==> src/rtl/pll_reset_seq.sv <==
// Downstream reset sequencer: qualifies a PLL lock, holds reset for a fixed time,
// then releases it, re-asserting on lock loss or on a soft reset request.
module pll_reset_seq #(
  parameter int LOCK_STABLE_CYCLES = 16,
  parameter int RESET_HOLD_CYCLES  = 8
) (
  input  logic       clk,
  input  logic       reset,
  input  logic       locked,
  input  logic       soft_reset,
  output logic       rst_out,
  output logic       ready,
  output logic [1:0] state,
  output logic [7:0] lock_loss_cnt
);

  typedef enum logic [1:0] {
    WAIT_LOCK = 2'b00,
    STABLE    = 2'b01,
    HOLD      = 2'b10,
    RUN       = 2'b11
  } state_t;

  localparam logic [15:0] STABLE_LAST = 16'(LOCK_STABLE_CYCLES - 1);
  localparam logic [15:0] HOLD_LAST   = 16'(RESET_HOLD_CYCLES - 1);

  state_t      cur_state;
  logic        locked_meta;
  logic        locked_s;
  logic [15:0] cycle_cnt;

  // Two-flop synchronizer; locked comes from the PLL and is asynchronous to clk.
  always_ff @(posedge clk) begin
    if (reset) begin
      locked_meta <= 1'b0;
      locked_s    <= 1'b0;
    end else begin
      locked_meta <= locked;
      locked_s    <= locked_meta;
    end
  end

  // ready is a status flag, not a handshake: it mirrors RUN and carries no transfer.
  // rst_out and ready are updated on the same edge as every state change.
  always_ff @(posedge clk) begin
    if (reset) begin
      cur_state     <= WAIT_LOCK;
      cycle_cnt     <= 16'd0;
      rst_out       <= 1'b1;
      ready         <= 1'b0;
      lock_loss_cnt <= 8'd0;
    end else begin
      case (cur_state)
        WAIT_LOCK: begin
          if (locked_s) begin
            cur_state <= STABLE;
            cycle_cnt <= 16'd0;
          end
        end
        STABLE: begin
          if (!locked_s) begin
            cur_state <= WAIT_LOCK;
            cycle_cnt <= 16'd0;
          end else if (cycle_cnt == STABLE_LAST) begin
            cur_state <= HOLD;
            cycle_cnt <= 16'd0;
          end else begin
            cycle_cnt <= cycle_cnt + 16'd1;
          end
        end
        HOLD: begin
          if (!locked_s) begin
            cur_state <= WAIT_LOCK;
            cycle_cnt <= 16'd0;
          end else if (cycle_cnt == HOLD_LAST) begin
            cur_state <= RUN;
            cycle_cnt <= 16'd0;
            rst_out   <= 1'b0;
            ready     <= 1'b1;
          end else begin
            cycle_cnt <= cycle_cnt + 16'd1;
          end
        end
        RUN: begin
          // Lock loss wins over a simultaneous soft reset.
          if (!locked_s) begin
            cur_state <= WAIT_LOCK;
            cycle_cnt <= 16'd0;
            rst_out   <= 1'b1;
            ready     <= 1'b0;
            if (lock_loss_cnt != 8'hFF) begin
              lock_loss_cnt <= lock_loss_cnt + 8'd1;
            end
          end else if (soft_reset) begin
            cur_state <= HOLD;
            cycle_cnt <= 16'd0;
            rst_out   <= 1'b1;
            ready     <= 1'b0;
          end
        end
        default: begin
          cur_state <= WAIT_LOCK;
          cycle_cnt <= 16'd0;
          rst_out   <= 1'b1;
          ready     <= 1'b0;
        end
      endcase
    end
  end

  assign state = cur_state;

endmodule
==> config.mk <==
export PLATFORM = sky130hd
export DESIGN_NAME = pll_reset_seq
export DESIGN_NICKNAME = d
export VERILOG_FILES = /design/src/rtl/pll_reset_seq.sv
export SDC_FILE = /design/constraint.sdc
export NUM_CORES = 1
export LEC_CHECK = 0
export CAP_MARGIN = 25
export CORE_UTILIZATION = 55
export CTS_CLUSTER_DIAMETER = 60
export DETAILED_ROUTE_END_ITERATION = 8
export PLACE_DENSITY = 0.77
export RECOVER_POWER = 100
export SLEW_MARGIN = 20
export SYNTH_ARGS = -nofsm -noshare
export SYNTH_HDL_FRONTEND = slang
export SYNTH_SLANG_ARGS = --single-unit
==> constraint.sdc <==
create_clock -name clk -period 1.91 [get_ports clk]
set_input_delay 0.573 -clock clk [delete_from_list [all_inputs] [get_ports clk]]
set_output_delay 0.573 -clock clk [all_outputs]
set_load 0.05 [all_outputs]
Word level (Yosys, flattened, before mapping):

Cells that the tools add are included.

* add/sub/neg operators: 2
* equality and inequality tests: 12
* multiplexer cells: 26
* bitwise operators: 1
* reduce and logical (&&, ||, !) cells: 6

Operators by type and width (number)
* 16-bit two-way mux: 7
* 16-bit case mux with 4 select lines: 1
* 16-bit by 1-bit adder with 16-bit output (second input constant): 1
* 16-bit by 3-bit == test with 1-bit output (second input constant): 1
* 16-bit by 4-bit == test with 1-bit output (second input constant): 1
* 2-bit two-way mux: 7
* 3-bit inequality test (second input constant): 3
* 8-bit by 1-bit adder with 8-bit output (second input constant): 1
* 1-bit two-way mux: 8
* 8-bit inequality test (second input constant): 1
* 2-bit case mux with 4 select lines: 1
* 4-bit AND reduction: 2
* 2-bit inequality test (second input constant): 3
* 2-bit == test (second input constant): 2
* 1-bit case mux with 2 select lines: 2
* 3-bit AND reduction: 1
* 2-bit by 1-bit == test with 1-bit output (second input constant): 1
* 2-bit zero test: 1
* 2-bit AND reduction: 1
* 2-bit nonzero test: 1
* 1-bit inverter: 1

* register bits: 30
* bits of input ports: 4
* output and inout port bits: 12
* logic and storage cells: 54

Logic depth before layout (Yosys ltp):

Gate-level depths: netlist (run 1).

* word-level depth: 4
* mapped depth: 8
* gate-level depth less buffers: 7

Least setup slack after synthesis (run 1):

No wires, ideal clock.

* path type: register -> register
* start: register cur_state[0] (netlist: state[0])
* end: register cycle_cnt[2]
* library setup time: 0.117 ns
* arrival: 1.995 ns
* data required time: 1.793 ns
* setup slack: -0.202 ns
* cell stages (with the launch flop): 8
* path buffers: 1
* clock period less this slack: 2.112 ns
* path through: dfxtp_1 inv_1 ha_1 and3_1 a32oi_2 buf_6 o31ai_1 a22o_1

* cells in the longest elaborated chain, start to end: 3
* elaborated cells on any way between the ends: 8
* those cells by class: eq/ne (5); mux (1); reduce/logical (2)

Ends and longest elaborated chain
* start: declaration: RTL line 27 `state_t cur_state;`
* start signal: assignment: RTL line 47 `cur_state <= WAIT_LOCK;`
* start signal: assignment: RTL line 56 `cur_state <= STABLE;`
* start signal: assignment: RTL line 62 `cur_state <= WAIT_LOCK;`
* 2-bit == test / 2-bit zero test (equally long branches): RTL line 53 `case (cur_state)`
* 3-bit inequality test (no source line) / 2-bit inequality test (equally long branches)
* 2-bit AND reduction (no source line)
* end signal: assignment: RTL line 68 `cycle_cnt <= cycle_cnt + 16'd1;`
* end signal: assignment: RTL line 81 `cycle_cnt <= cycle_cnt + 16'd1;`
* end: declaration: RTL line 30 `logic [15:0] cycle_cnt;`

Several ways; a longest one is shown, not always the timed one.
A chain may end at the register's enable or synchronous reset.

Worst setup path after layout (run 1):

* start: register cur_state[0] (netlist: state[0])
* end: register cycle_cnt[15]

The elaborated chain is that of the path after synthesis.

==> impl.org, run 1 <==
** Worst setup path
- Critical path capture point type :: flop
- Reg2reg path depth :: 6
- Maximum fanout along the worst path :: 5
- Worst r2r src :: state[0]
- Data required time at the worst endpoint :: 2140 ps
- Setup crit start :: state[0]
- Nature of the critical path startpoint :: flop
- Capture point of the critical path :: cycle_cnt[15]
- The critical path in this run is classified as flop to flop.
- Endpoint of the worst register-to-register path :: cycle_cnt[15]
- For flop-to-flop paths, the worst setup slack is 70 ps.
- Arrival time at the worst endpoint :: 2060 ps

** Drt
- Met2 Wirelength :: 1.65 mm
- Highest metal layer used by the detailed router :: met4
- For this run, design rule violations remaining after detail routing come to 0.
- Summing over every cut layer, the via total after detailed routing is 1,428.
- Summed over all nets, wire length on met3 after detailed routing comes to 90 um.
- Initial DRT Pass Iterations :: 6
- Average wire per cell in the routed design :: 14.2 um
- Antenna viol nets, final :: 0
- For this block, wires on met1 add up to 1.61 mm.
- Using the TritonRoute via totals, the vias-per-cell ratio works out to 5.90.
- For this block, the initial DRC count from the detailed router was 54.
- Overall routed net length :: 3.43 mm

** Synthesis
- A synthesized cell averages 9.04 um^2.
- The synthesized netlist occupies a cell area of 1630 um^2.
- Synth area leaders :: sky130_fd_sc_hd__dfxtp_1, sky130_fd_sc_hd__ha_1, sky130_fd_sc_hd__xnor2_1
- Of the post-synthesis cell area, the dominant cell type holds 0.369.
- The cell count after synthesis came out at 180.
- Of the synthesized area, sequential elements account for 0.369.
- Cell type with the highest aggregate area in the netlist :: sky130_fd_sc_hd__dfxtp_1
- Count of synthesis-stage warnings from yosys :: 0
- Counting every net in the synthesized netlist gives 192.
- The number of different library cells used by synthesis comes to 41.
- Number of register bits inferred by synthesis :: 30

** Timing
- The final count of pins violating max slew is 0.
- RSZ-0062 raised after global routing :: true
- In this run the tightest slew margin relative to its limit is 0.603.
- The clock arrives with 7.82 ps of skew.
- Static timing analysis puts the maximum clock frequency at 0.544 GHz.
- For the pin with the worst max-slew slack, the measured transition is 597 ps.
- Final period util :: 0.962
- Number of hold violations in the final report :: 0
- Setup violations remaining at the end of the flow were counted as 0.
- Across all setup checks in the final design, the least slack found is 72.6 ps.
- Subtracting the final worst setup slack from the clock period gives 1840 ps.

** Hold path
- The path class of the tightest hold or removal check is flop to flop.
- Startpoint of the most critical hold path :: ready

** Pwr
- Switching component of the power :: 319 uW
- Sw Share :: 0.268
- Power density over the cells :: 620 nW/um^2
- Reported leakage power :: 0.000731 uW
- The share of total power dissipated in the clock network is 0.341.
- The internal power of the cells totals 869 uW.
- Power share of the sequential group :: 0.538
- Combinational fraction of design power :: 0.121
- Worst vdd rail ir drop :: 0.000468 V

** Clock tree
- In this run the clock root is driven by a sky130_fd_sc_hd__clkbuf_4.
- Clock buffer count from CTS :: 5
- Post-CTS Hold Buffers :: 0
- CTS H-Tree Depth :: 2
- Maximum number of buffers from clock root to sink :: 2
- Clock Sink Count :: 30
- Insertion delay to the later sink of the worst-skew pair :: 330 ps
- CTS tree :: built
- After clock tree synthesis, the clock-pin slew on the worst setup and hold paths is 100 ps.

** Placement
- In this run the tool buffered the top-level ports with 15 buffer cells.
- Half-perimeter wire length after placement :: 2.59 mm
- At the placement stage, the worst setup path has a slack of -127 ps.
- Routability-driven placement finished with a final weighted congestion of 0.835.

** Cells and area
- Leaving out fill and tap cells, the most frequent cells in the layout are sky130_fd_sc_hd__dfxtp_1, sky130_fd_sc_hd__nand2_1, sky130_fd_sc_hd__buf_4.
- Layout-stage area growth over the synthesis result :: 17.8%
- For this run, the post-layout net count is 222.
- Fraction of the core area covered by cells at the end of the flow :: 0.689
- Leaving out fill and tap cells, the most frequent cell in the layout is sky130_fd_sc_hd__dfxtp_1.
- In the final layout, the share of cells above drive strength 1 is 0.218.
- N_diodes :: 0

** Die
- The die covers 3180 um^2.
- The region available for standard cell placement spans 2780 um^2.
- Die boundary height :: 56.4 um
- Effective utilization at floorplan :: 0.585
- From left edge to right edge, the die measures 56.4 um.
- The floorplan has 19 rows.
- For this design the top-level I/O count stands at 16.

** Global routing
- Entering global routing, the biggest net connects 15 pins.
- Global routing finished with a remaining overflow of 0.
- Global-route wire length before repair :: 5.85 mm
- For this run, the total global-route usage over all layers was measured as 0.235.
- Number of antenna violations at the first check in global routing :: 0
- The number of global-route vias before repair came to 1,367.

** Flow run
- Maxcap violations :: 0

** Run status
- The run finished with clean final reports.
[power groups by stage]
| stage | clock (uW) | combinational [uW] | sequential (uW) |
|---|---|---|---|
| finish | 405 | 144 | 639 |
| global route | 437 | 157 | 640 |
| CTS | 415 | 139 | 638 |
| detailed placement | 0 | 138 | 652 |
| global placement | 0 | 133 | 652 |
| floorplan | 0 | 75.9 | 662 |
[metrics by stage]
stage          total power, uW  TNS [ps]  std cells  instance area [um^2]  hold WS, ps
6_report                  1190         0        242                  1920          476
5_1_grt                   1230     -88.3        242                  1920          492
4_1_cts                   1190         0        241                  1920          480
3_5_place_dp               790     -1050        233                  1850          461
3_3_place_gp               785      -338        233                  1850          457
2_1_floorplan              738         0        180                  1630          414
[state kept, by name, summed over array words and instances (netlist names)]
register       flops
state              2
cycle_cnt         16
locked_s           1
lock_loss_cnt      8
ready              1
rst_out            1
locked_meta        1
[worst max-delay path, cell delays in order (launching register included)]
cell	delay, ps
sky130_fd_sc_hd__dfxtp_2	400
sky130_fd_sc_hd__ha_1	260
sky130_fd_sc_hd__nand2_1	120
sky130_fd_sc_hd__o2bb2ai_1	460
sky130_fd_sc_hd__nor3_1	130
sky130_fd_sc_hd__buf_4	180
sky130_fd_sc_hd__a22o_1	190
[how the worst min path moves through the flow]
stage,slack [ps],end,cells past startpoint
final,480,ready,1
after global routing,490,locked_s,1
after CTS,480,locked_s,1
after detailed placement,460,ready,1
after global placement,460,locked_s,1
after floorplan,410,locked_s,1
[logic make-up after synthesis]
family | after synthesis | synth area share
compound gates | 35 | 0.168
xor+xnor | 14 | 0.0754
fa+ha+maj | 8 | 0.0615
buf+inv | 12 | 0.0338
flops | 30 | 0.369
mux | 1 | 0.00615
simple gates | 80 | 0.285
[synth_stat cells]
| library cell | n |
|---|---|
| sky130_fd_sc_hd__dfxtp_1 | 30 |
| sky130_fd_sc_hd__nand2_1 | 15 |
| sky130_fd_sc_hd__nor2_1 | 12 |
| sky130_fd_sc_hd__ha_1 | 8 |
| sky130_fd_sc_hd__nor3_1 | 8 |
| sky130_fd_sc_hd__xnor2_1 | 8 |
| sky130_fd_sc_hd__nand3_1 | 7 |
| sky130_fd_sc_hd__nand4_1 | 7 |
| sky130_fd_sc_hd__a211oi_1 | 6 |
| sky130_fd_sc_hd__and3_1 | 6 |
| sky130_fd_sc_hd__inv_1 | 6 |
| sky130_fd_sc_hd__nor2b_1 | 6 |
| sky130_fd_sc_hd__xor2_1 | 6 |
| sky130_fd_sc_hd__and2_1 | 5 |
| sky130_fd_sc_hd__a21oi_1 | 4 |
| sky130_fd_sc_hd__a22o_1 | 4 |
| sky130_fd_sc_hd__o21a_1 | 4 |
| sky130_fd_sc_hd__o21ai_0 | 4 |
| sky130_fd_sc_hd__o31ai_1 | 4 |
| sky130_fd_sc_hd__or3_1 | 3 |
| sky130_fd_sc_hd__and4_1 | 2 |
| sky130_fd_sc_hd__buf_2 | 2 |
| sky130_fd_sc_hd__clkbuf_1 | 2 |
| sky130_fd_sc_hd__nand2b_1 | 2 |
| sky130_fd_sc_hd__nor4_1 | 2 |
| sky130_fd_sc_hd__nor4_4 | 2 |
| sky130_fd_sc_hd__a21o_1 | 1 |
| sky130_fd_sc_hd__a21oi_2 | 1 |
| sky130_fd_sc_hd__a221oi_2 | 1 |
| sky130_fd_sc_hd__a2bb2oi_1 | 1 |
| sky130_fd_sc_hd__a2bb2oi_2 | 1 |
| sky130_fd_sc_hd__a31oi_1 | 1 |
| sky130_fd_sc_hd__a32oi_2 | 1 |
| sky130_fd_sc_hd__and3b_1 | 1 |
| sky130_fd_sc_hd__buf_1 | 1 |
| sky130_fd_sc_hd__buf_6 | 1 |
| sky130_fd_sc_hd__mux2i_1 | 1 |
| sky130_fd_sc_hd__nand4_2 | 1 |
| sky130_fd_sc_hd__nor4_2 | 1 |
| sky130_fd_sc_hd__o211ai_1 | 1 |
| sky130_fd_sc_hd__o2bb2ai_1 | 1 |
[layout make-up]
class,count,area (um^2)
well taps,31,38.8
clock buffers,6,51.3
multi-input cells,138,990
repair buffers,29,195
flip-flops and latches,30,606
inverters,6,22.5
fillers,244,866
clock inverters,2,12.5
[repair_timing]
item	4_1_cts	5_1_grt
endpoints found under the hold margin	0	0
gates resized for setup	0	5
buffers inserted	0	1
setup endpoints to repair	0	13
[metal layers]
layer | GRT usage | up-vias
met2 | 0.384 | 27
met4 | 0.129 | 0
met5 | 0 | -
li1 | - | 707
met1 | 0.286 | 683
met3 | 0.0507 | 11
Note: power is estimated with default switching activity, not from simulation.
==> run 2, diff against run 1 <==
CORE_ASPECT_RATIO = 0.7   (was not set)
==> run 2 against run 1 <==
  * Flip-flop and latch count unchanged
  * Total power grew 9.4%
  * Critical path depth is the same
  * Wire length rose by 6.9%
  * Largest cell class unchanged
  * Highest routed layer unchanged
  * Maximum frequency decreased by 2.8%
  * Sequential share of layout area decreased by 0.43 points
==> impl.org, run 2 (same netlist as run 1, synthesis figures left out) <==
** Worst setup path
- Nature of the critical path startpoint :: flop
- CP Class :: flop to flop
- Worst-case register-to-register setup slack :: 20 ps (-50 ps)
- Critical path capture point type :: flop
- Critical-path cell with the highest stage delay :: sky130_fd_sc_hd__dfxtp_1
- Worst path bufs/invs :: 1 (unchanged)
- Setup crit start :: cycle_cnt[5]
- Maximum fanout along the worst path :: 4 (-1)
- Grouping stages by cell kind, the critical path spends the most delay in compound AO/OA/AOI/OAI gates.
- Walking the worst path, the cells encountered are nor4_4, nand4_1, a32oi_2, buf_4, o31ai_1, a22o_1.
- The depth of the worst register-to-register path came to 6 (unchanged).
- In this run the critical register-to-register path is captured at cycle_cnt[15].
- Arrival time at the worst endpoint :: 2070 ps (about the same)
- The worst register-to-register path begins at cycle_cnt[5].
- The required time of the critical path is 2090 ps (-50 ps).
- The maximum single-stage delay on the critical path is 380 ps (-80 ps).

** Cells and area
- The share of final-layout standard cells stronger than drive strength 1 was 0.177 (-0.0410).
- N_diodes :: 0 (unchanged)
- The flip-flop count of the largest register, all copies and words added came to 16 (unchanged).
- Leaving out fill and tap cells, the most frequent cell in the layout is sky130_fd_sc_hd__dfxtp_1.
- The register cell area after layout was 606 um^2 (unchanged).
- Number of cells in the finished layout apart from fillers :: 245 (+1.2%)
- # fillers :: 229 (-6.1%)
- Net count reported at finish :: 220 (-0.90%)
- Layout-stage area growth over the synthesis result :: 19.4%
- cycle_cnt holds more flip-flops than any other register.
- Fraction of the core area covered by cells at the end of the flow :: 0.693 (+0.00415)
- The multi-input gate area in the final layout is 997 um^2 (+0.76%).
- The library cells used most frequently in the layout, excluding fill and tap cells, are sky130_fd_sc_hd__dfxtp_1, sky130_fd_sc_hd__nand2_1, sky130_fd_sc_hd__nor2_1.

** Timing
- The final count of pins violating max slew came to 0 (unchanged).
- Total negative slack for setup checks :: 0 ps (unchanged)
- Max transition margin :: 0.604 (+0.00105)
- Number of hold violations in the final report :: 0 (unchanged)
- The final setup violation count was 0 (unchanged).
- The final period demand of the worst path was 1890 ps (+52.3 ps).
- The transition time at the pin with the least slew margin came to 596 ps (-1.58 ps).
- Final clock skew :: 3.58 ps (-4.24 ps)
- Maximum clock frequency :: 0.529 GHz (-2.8%)
- Slack of the critical path :: 20.3 ps (-52.3 ps)
- Final period util :: 0.989 (+0.0274)
- Setup repair after global routing could not meet its margin everywhere.

** Global routing
- The global-route wire length before repair is 5.78 mm (-1.2%).
- Via count of the first global-routing pass :: 1,272 (-6.9%)
- Largest net degree at the start of global routing :: 20 (+5)
- The total congestion overflow was 0 (unchanged).
- The global router's overall resource usage was 0.257 (+0.0224).
- Number of antenna violations at the first check in global routing :: 0 (unchanged)

** Drt
- DRC :: 0 (unchanged)
- Average wire per cell in the routed design :: 15.0 um (+5.6%)
- The total iterations of the first detailed-routing run was 4 (-2).
- The number of vias per cell came to 5.79 (-1.9%).
- Antenna viol nets, final :: 0 (unchanged)
- Overall routed net length :: 3.67 mm (+6.9%)
- Initial detailed-routing violation count :: 47 (-13%)
- The number of vias in the routed layout came to 1,418 (-0.70%).

** Die
- Number of top-level pins :: 16 (unchanged)
- Die boundary height :: 47.5 um (-16%)
- The initial cell density of the core was 0.580 (-0.00444).
- Die W :: 67 um (+19%)
- Total Die Area :: 3180 um^2 (+0.12%)
- Floorplan Core Area :: 2800 um^2 (+0.76%)
- Number of standard-cell rows in the floorplan :: 16 (-3)

** Clock tree
- Post-CTS repair timing setup buffer count :: 0 (unchanged)
- The tree is rooted in a sky130_fd_sc_hd__clkbuf_8.
- CTS tree :: built
- Number of gates resized after CTS :: 0 (unchanged)
- Maximum number of buffers from clock root to sink :: 2 (unchanged)
- CTS H-Tree Depth :: 2 (unchanged)
- The number of CTS-inserted buffers came to 5 (unchanged).
- The number of clock sinks was 30 (unchanged).
- The clock latency of the later-clocked register in the worst-skew pair came to 280 ps (-50 ps).
- The count of hold buffers inserted by post-cts repair came to 0 (unchanged).
- The post-CTS clock slew at the launch and capture registers of the worst setup and hold paths came to 60 ps (-40 ps).

** Run status
- Result of the run :: complete, no violations

** Hold path
- The tightest min-delay check is of the flop to flop type.
- For hold timing, the worst endpoint is locked_s.
- The worst hold path cell count came to 1 (unchanged).
- Startpoint of the most critical hold path :: locked_meta

** Placement
- The cell count after placement came to 237 (+1.7%).
- Half-perimeter wire length after placement :: 2.68 mm (+3.8%)
- The post-place setup slack was -116 ps (+11.0 ps).
- Placer Congestion :: 0.894 (+7.1%)
- The number of buffers inserted by port buffering is 15 (unchanged).

** Pwr
- The overall power consumption was 1300 uW (+9.4%).
- The ratio of total power to cell area came to 669 nW/um^2 (+7.9%).
- The largest voltage drop on the vdd net is 0.000375 V (-20%).
- The static leakage is 0.000743 uW (+1.6%).

** Flow run
- Maxcap violations :: 0 (unchanged)
-- run 2: cell types whose count changed in the layout (fill, tap and decap cells not counted), sizes merged --
cell          delta
buf              -4
clkbuf           +2
clkinvlp         -1
dlymetal6s2s     +1
-- run 2: worst max-delay path by stage --
stage                     to  slack (ps)  cells after the start
2_1_floorplan   cycle_cnt[2]          10                      7
3_3_place_gp   cycle_cnt[11]         -80                      6
3_5_place_dp    cycle_cnt[6]        -120                      5
4_1_cts        cycle_cnt[14]           2                      7
5_1_grt        cycle_cnt[14]         -40                      6
6_report       cycle_cnt[15]          20                      6
-- run 2: worst reg2reg max path, stage by stage (launching register included) --
cell	delay (ps)
sky130_fd_sc_hd__dfxtp_1	380
sky130_fd_sc_hd__nor4_4	350
sky130_fd_sc_hd__nand4_1	240
sky130_fd_sc_hd__a32oi_2	330
sky130_fd_sc_hd__buf_4	190
sky130_fd_sc_hd__o31ai_1	70
sky130_fd_sc_hd__a22o_1	230
-- run 2: final cells by class --
cell class / count / share of cell area
sequential: 30 / 0.312
clock buffer: 7 / 0.0445
inverter: 6 / 0.0116
timing repair buffer: 27 / 0.0928
multi-input combinational: 138 / 0.514
clock inverter: 1 / 0.00258
tap: 36 / 0.0232
-- run 2: per-layer routing --
metal | GRT usage | part of all wire | up-vias
met5 | 0 | 0 | -
met4 | 0.128 | 0.017 | 0
met3 | 0.0690 | 0.045 | 7
met2 | 0.416 | 0.46 | 32
met1 | 0.323 | 0.48 | 670
li1 | - | - | 709
-- run 2: per-stage QoR --
stage | hold WS [ps] | instance area [um^2]
after floorplan | 414 | 1630
after global placement | 431 | 1860
after detailed placement | 435 | 1860
after CTS | 450 | 1960
after global routing | 465 | 1940
final | 449 | 1940
-- run 2: report_power, final --
group	leakage (uW)	switching, uW	internal, uW
Clock	0.0000482	239	290
Sequential	0.000244	7.52	632
Combinational	0.000451	80.4	49.8
==> run 3, diff against run 2 <==
ABC_AREA = 1   (was not set)
SLEW_MARGIN = not set   (was 20)
==> run 3 against run 2 <==
  * Clock-buffer cell count is the same
  * Largest cell class unchanged
  * Clock power hardly changed
  * Non-clock buffer count down 9
  * Largest power group unchanged
==> impl.org, run 3 <==
** Drt
- Vias per Instance :: 5.10 (-12%)
- The total iterations of the first detailed-routing run came to 4 (unchanged).
- The number of vias in the routed layout was 1,577 (+11%).
- The initial detailed-routing violation count is 77 (+64%).
- The total DRC errors in the routed layout is 0 (unchanged).
- The total wirelength of the detailed-routed design is 3.48 mm (-5.2%).
- Average wire per cell in the routed design :: 11.3 um (-25%)
- The post-detailed-route count of antenna-violating nets was 0 (unchanged).

** Timing
- Period minus WS final :: 1730 ps (-156 ps)
- Final clock skew :: 9.33 ps (+5.75 ps)
- Number of hold violations in the final report :: 0 (unchanged)
- The share of the clock period used by the worst path was 0.908 (-0.0816).
- Worst slew pin tran :: 595 ps (-0.452 ps)
- Setup repair after global routing left no endpoint under its margin.
- The normalized max-slew margin was 0.605 (about the same).
- The achievable frequency was 0.577 GHz (+9.0%).
- Max-slew violation count :: 0 (unchanged)
- The final setup violation count is 0 (unchanged).

** Worst setup path
- Nature of the critical path startpoint :: flop
- Data required time at the worst endpoint :: 1340 ps (-750 ps)
- Worst-case register-to-register setup slack :: 250 ps (+230 ps)
- Crit path largest cell delay :: 460 ps (+80 ps)
- The worst setup path is captured at an output port.
- The arrival time at the worst endpoint was 1160 ps (-910 ps).
- The signal on the critical path passes through dlymetal6s2s_1.
- The worst-path maximum fanout is 6 (+2).
- The critical path is of the flop to output port type.
- Gate family responsible for the most delay along the worst path :: buffers and inverters
- The number of buffer and inverter instances along the worst setup path was 1 (unchanged).
- Among all stages on the critical path, the largest delay is contributed by sky130_fd_sc_hd__dlymetal6s2s_1.

** Placement
- The total placed instance area was 1890 um^2 (+1.3%).
- Placer Congestion :: 0.865 (-3.3%)
- The number of buffers inserted by port buffering is 15 (unchanged).
- Half-perimeter wire length after placement :: 2.62 mm (-2.5%)

** Clock tree
- Post-CTS Hold Buffers :: 0 (unchanged)
- CTS tree :: built
- Root buf cell :: sky130_fd_sc_hd__clkbuf_8
- The clock latency of the later-clocked register in the worst-skew pair is 280 ps (about the same).
- The buffer count from post-CTS setup fixing is 0 (unchanged).
- Clock buffer count from CTS :: 5 (unchanged)
- Clock input transition at the sequential cells of the worst setup and hold paths :: 60 ps (about the same)
- Number of gates resized after CTS :: 0 (unchanged)
- The number of clock sinks came to 30 (unchanged).
- Maximum number of buffers from clock root to sink :: 2 (unchanged)
- CTS H-Tree Depth :: 2 (unchanged)

** Die
- The vertical die dimension came to 48.6 um (+2.3%).
- The die span in x is 68.5 um (+2.3%).
- Floorplan Core Area :: 2860 um^2 (+2.1%)
- Effective utilization at floorplan :: 0.595 (+0.0149)
- Total Die Area :: 3330 um^2 (+4.6%)
- The total number of placement rows was 16 (unchanged).
- Number of top-level pins :: 16 (unchanged)

** Synthesis
- Count of synthesis-stage warnings from yosys :: 0 (unchanged)
- The synthesized netlist net count is 261 (+36%).
- Top cell type's share of synthesized area :: 0.352 (-0.0168)
- The unique cell type count in the Yosys netlist is 28 (-32%).
- Post-Syn Instances :: 249 (+38%)
- The register bit total from synthesis is 30 (unchanged).
- The sequential cell area fraction in the yosys report was 0.352 (-0.0168).
- The commonest cells after synthesis are sky130_fd_sc_hd__nand2_1, sky130_fd_sc_hd__nor2_1, sky130_fd_sc_hd__inv_1.
- Number of enable flip-flop cells after synthesis :: 0 (unchanged)
- Leading register cell type out of synthesis :: sky130_fd_sc_hd__dfxtp_1
- Summed over all instances, the cell type with the most area after synthesis is sky130_fd_sc_hd__dfxtp_1.
- Count leader, synth :: sky130_fd_sc_hd__nand2_1
- Mean instance size in the synthesized netlist :: 6.84 um^2 (-24%)
- The async set-reset flop share out of synthesis is 0 (unchanged).
- Yosys attributes the largest share of cell area to sky130_fd_sc_hd__dfxtp_1, sky130_fd_sc_hd__nand2_1, sky130_fd_sc_hd__nor2_1.
- Netlist area before placement :: 1700 um^2 (+4.8%)

** Global routing
- Global-route wire length before repair :: 5.80 mm (+0.24%)
- Largest net degree at the start of global routing :: 12 (-40%)
- Grt total ovfl :: 0 (unchanged)
- GRT Resource Usage Total :: 0.238 (-0.0187)
- The initial antenna violation count was 0 (unchanged).
- Met1 usage in global routing :: 0.361 (+0.0376)
- Via count of the first global-routing pass :: 1,315 (+3.4%)
- GRT Max-Usage Layer :: met1
- The global routing usage on met3 came to 0.0637 (-0.00537).
- Routing usage on met2 :: 0.319 (-0.0974)

** Pwr
- The share of total power in sequential cells came to 0.367 (-0.125).
- The ratio of total power to cell area was 1010 nW/um^2 (+51%).
- The static leakage was 0.000777 uW (+4.6%).
- Switching component of the power :: 792 uW (+140%)
- Sw Share :: 0.408 (+0.156)
- The internal power consumption came to 1150 uW (+18%).
- The overall power consumption is 1940 uW (+50%).
- Worst vdd rail ir drop :: 0.000507 V (+35%)
- The proportion of power drawn by the clock network is 0.272 (-0.136).
- Combinational fraction of design power :: 0.361 (+0.261)

** Cells and area
- The count of nets after finishing came to 284 (+29%).
- Most common cell after layout, fill and taps aside :: sky130_fd_sc_hd__nand2_1
- Layout-stage area growth over the synthesis result :: 12.8%
- The final non-filler cell area came to 1920 um^2 (-1.0%).
- Ranked by flip-flop count, first place goes to cycle_cnt.
- N_diodes :: 0 (unchanged)
- The number of fillers in the final layout is 280 (+22%).
- The share of final-layout standard cells stronger than drive strength 1 is 0.106 (-0.0708).
- The flip-flop count of the largest register, all copies and words added came to 16 (unchanged).
- Most frequent cells in the layout :: sky130_fd_sc_hd__nand2_1, sky130_fd_sc_hd__nor2_1, sky130_fd_sc_hd__inv_1

** Hold path
- The path class of the tightest hold or removal check is flop to flop.

** Run status
- The flow ran to the end, and the final reports show no timing, DRC or antenna violations.

** Flow run
- Maxcap violations :: 0 (unchanged)
-- run 3: cell types whose count changed in the layout (fill, tap and decap cells not counted), sizes merged, moves of 6 or more --
cell	previous run	this run
nor2	12	51
nand2	15	55
nor2b	6	0
a211oi	6	0
and3	6	0
nand3	7	21
inv	6	34
a21oi	5	13
buf	11	1
xnor2	8	2
-- run 3: path summary, 6_finish.rpt --
path / start / endpoint / cells past startpoint
setup / recovery: lock_loss_cnt[2] / lock_loss_cnt[2] / 1
hold / removal: locked_meta / locked_s / 2
setup reg to reg: state[1] / cycle_cnt[15] / 7
hold reg to reg: locked_meta / locked_s / 2
-- run 3: final cells by class --
type / count / area, um^2 / share of cell area
Sequential cell: 30 / 601 / 0.313
Inverter: 35 / 131 / 0.0684
Tap cell: 36 / 45.0 / 0.0234
Clock buffer: 7 / 86.3 / 0.0449
Multi-Input combinational cell: 182 / 950 / 0.494
Timing Repair Buffer: 18 / 104 / 0.0540
Clock inverter: 1 / 5.00 / 0.00260
-- run 3: through the flow --
| stage | setup TNS [ps] | instances | hold slack, ps | util | setup WS, ps |
|---|---|---|---|---|---|
| after floorplan | 0 | 249 | 388 | - | 144 |
| after global placement | 0 | 301 | 393 | 0.660 | 24.1 |
| after detailed placement | -52.2 | 301 | 394 | 0.660 | -52.2 |
| after CTS | 0 | 309 | 403 | 0.692 | 232 |
| after global routing | 0 | 309 | 462 | 0.671 | 66.9 |
| final | 0 | 309 | 400 | 0.671 | 176 |
-- run 3: logic make-up (layout without fill, tap and decap cells) --
kind of cell | count (synthesis) | in the layout | synth area share
buf+inv | 37 | 61 | 0.0859
fa+ha+maj | 8 | 8 | 0.0587
compound gates | 25 | 25 | 0.0844
flops | 30 | 30 | 0.352
simple gates | 139 | 139 | 0.367
xor+xnor | 10 | 10 | 0.0514
-- run 3: worst register-to-register path, cell delays in order (launching register included) --
cell                       delay, ps
sky130_fd_sc_hd__dfxtp_1         380
sky130_fd_sc_hd__ha_1            300
sky130_fd_sc_hd__nand3_2         120
sky130_fd_sc_hd__o21ai_2         140
sky130_fd_sc_hd__clkbuf_1        280
sky130_fd_sc_hd__nor2_1          130
sky130_fd_sc_hd__nand3_1         110
sky130_fd_sc_hd__a21oi_1          60
-- run 3: metal layers --
layer | part of all wire | vias to the layer above
met3 | 0.053 | 5
met1 | 0.53 | 711
li1 | - | 829
met2 | 0.41 | 32
met5 | 0 | -
met4 | 0.010 | 0
-- run 3: power groups by stage --
stage	logic (uW)	registers (uW)	clock network, uW
floorplan	424	880	0
global placement	756	728	0
detailed placement	765	729	0
CTS	772	715	538
global route	781	720	562
finish	702	713	529
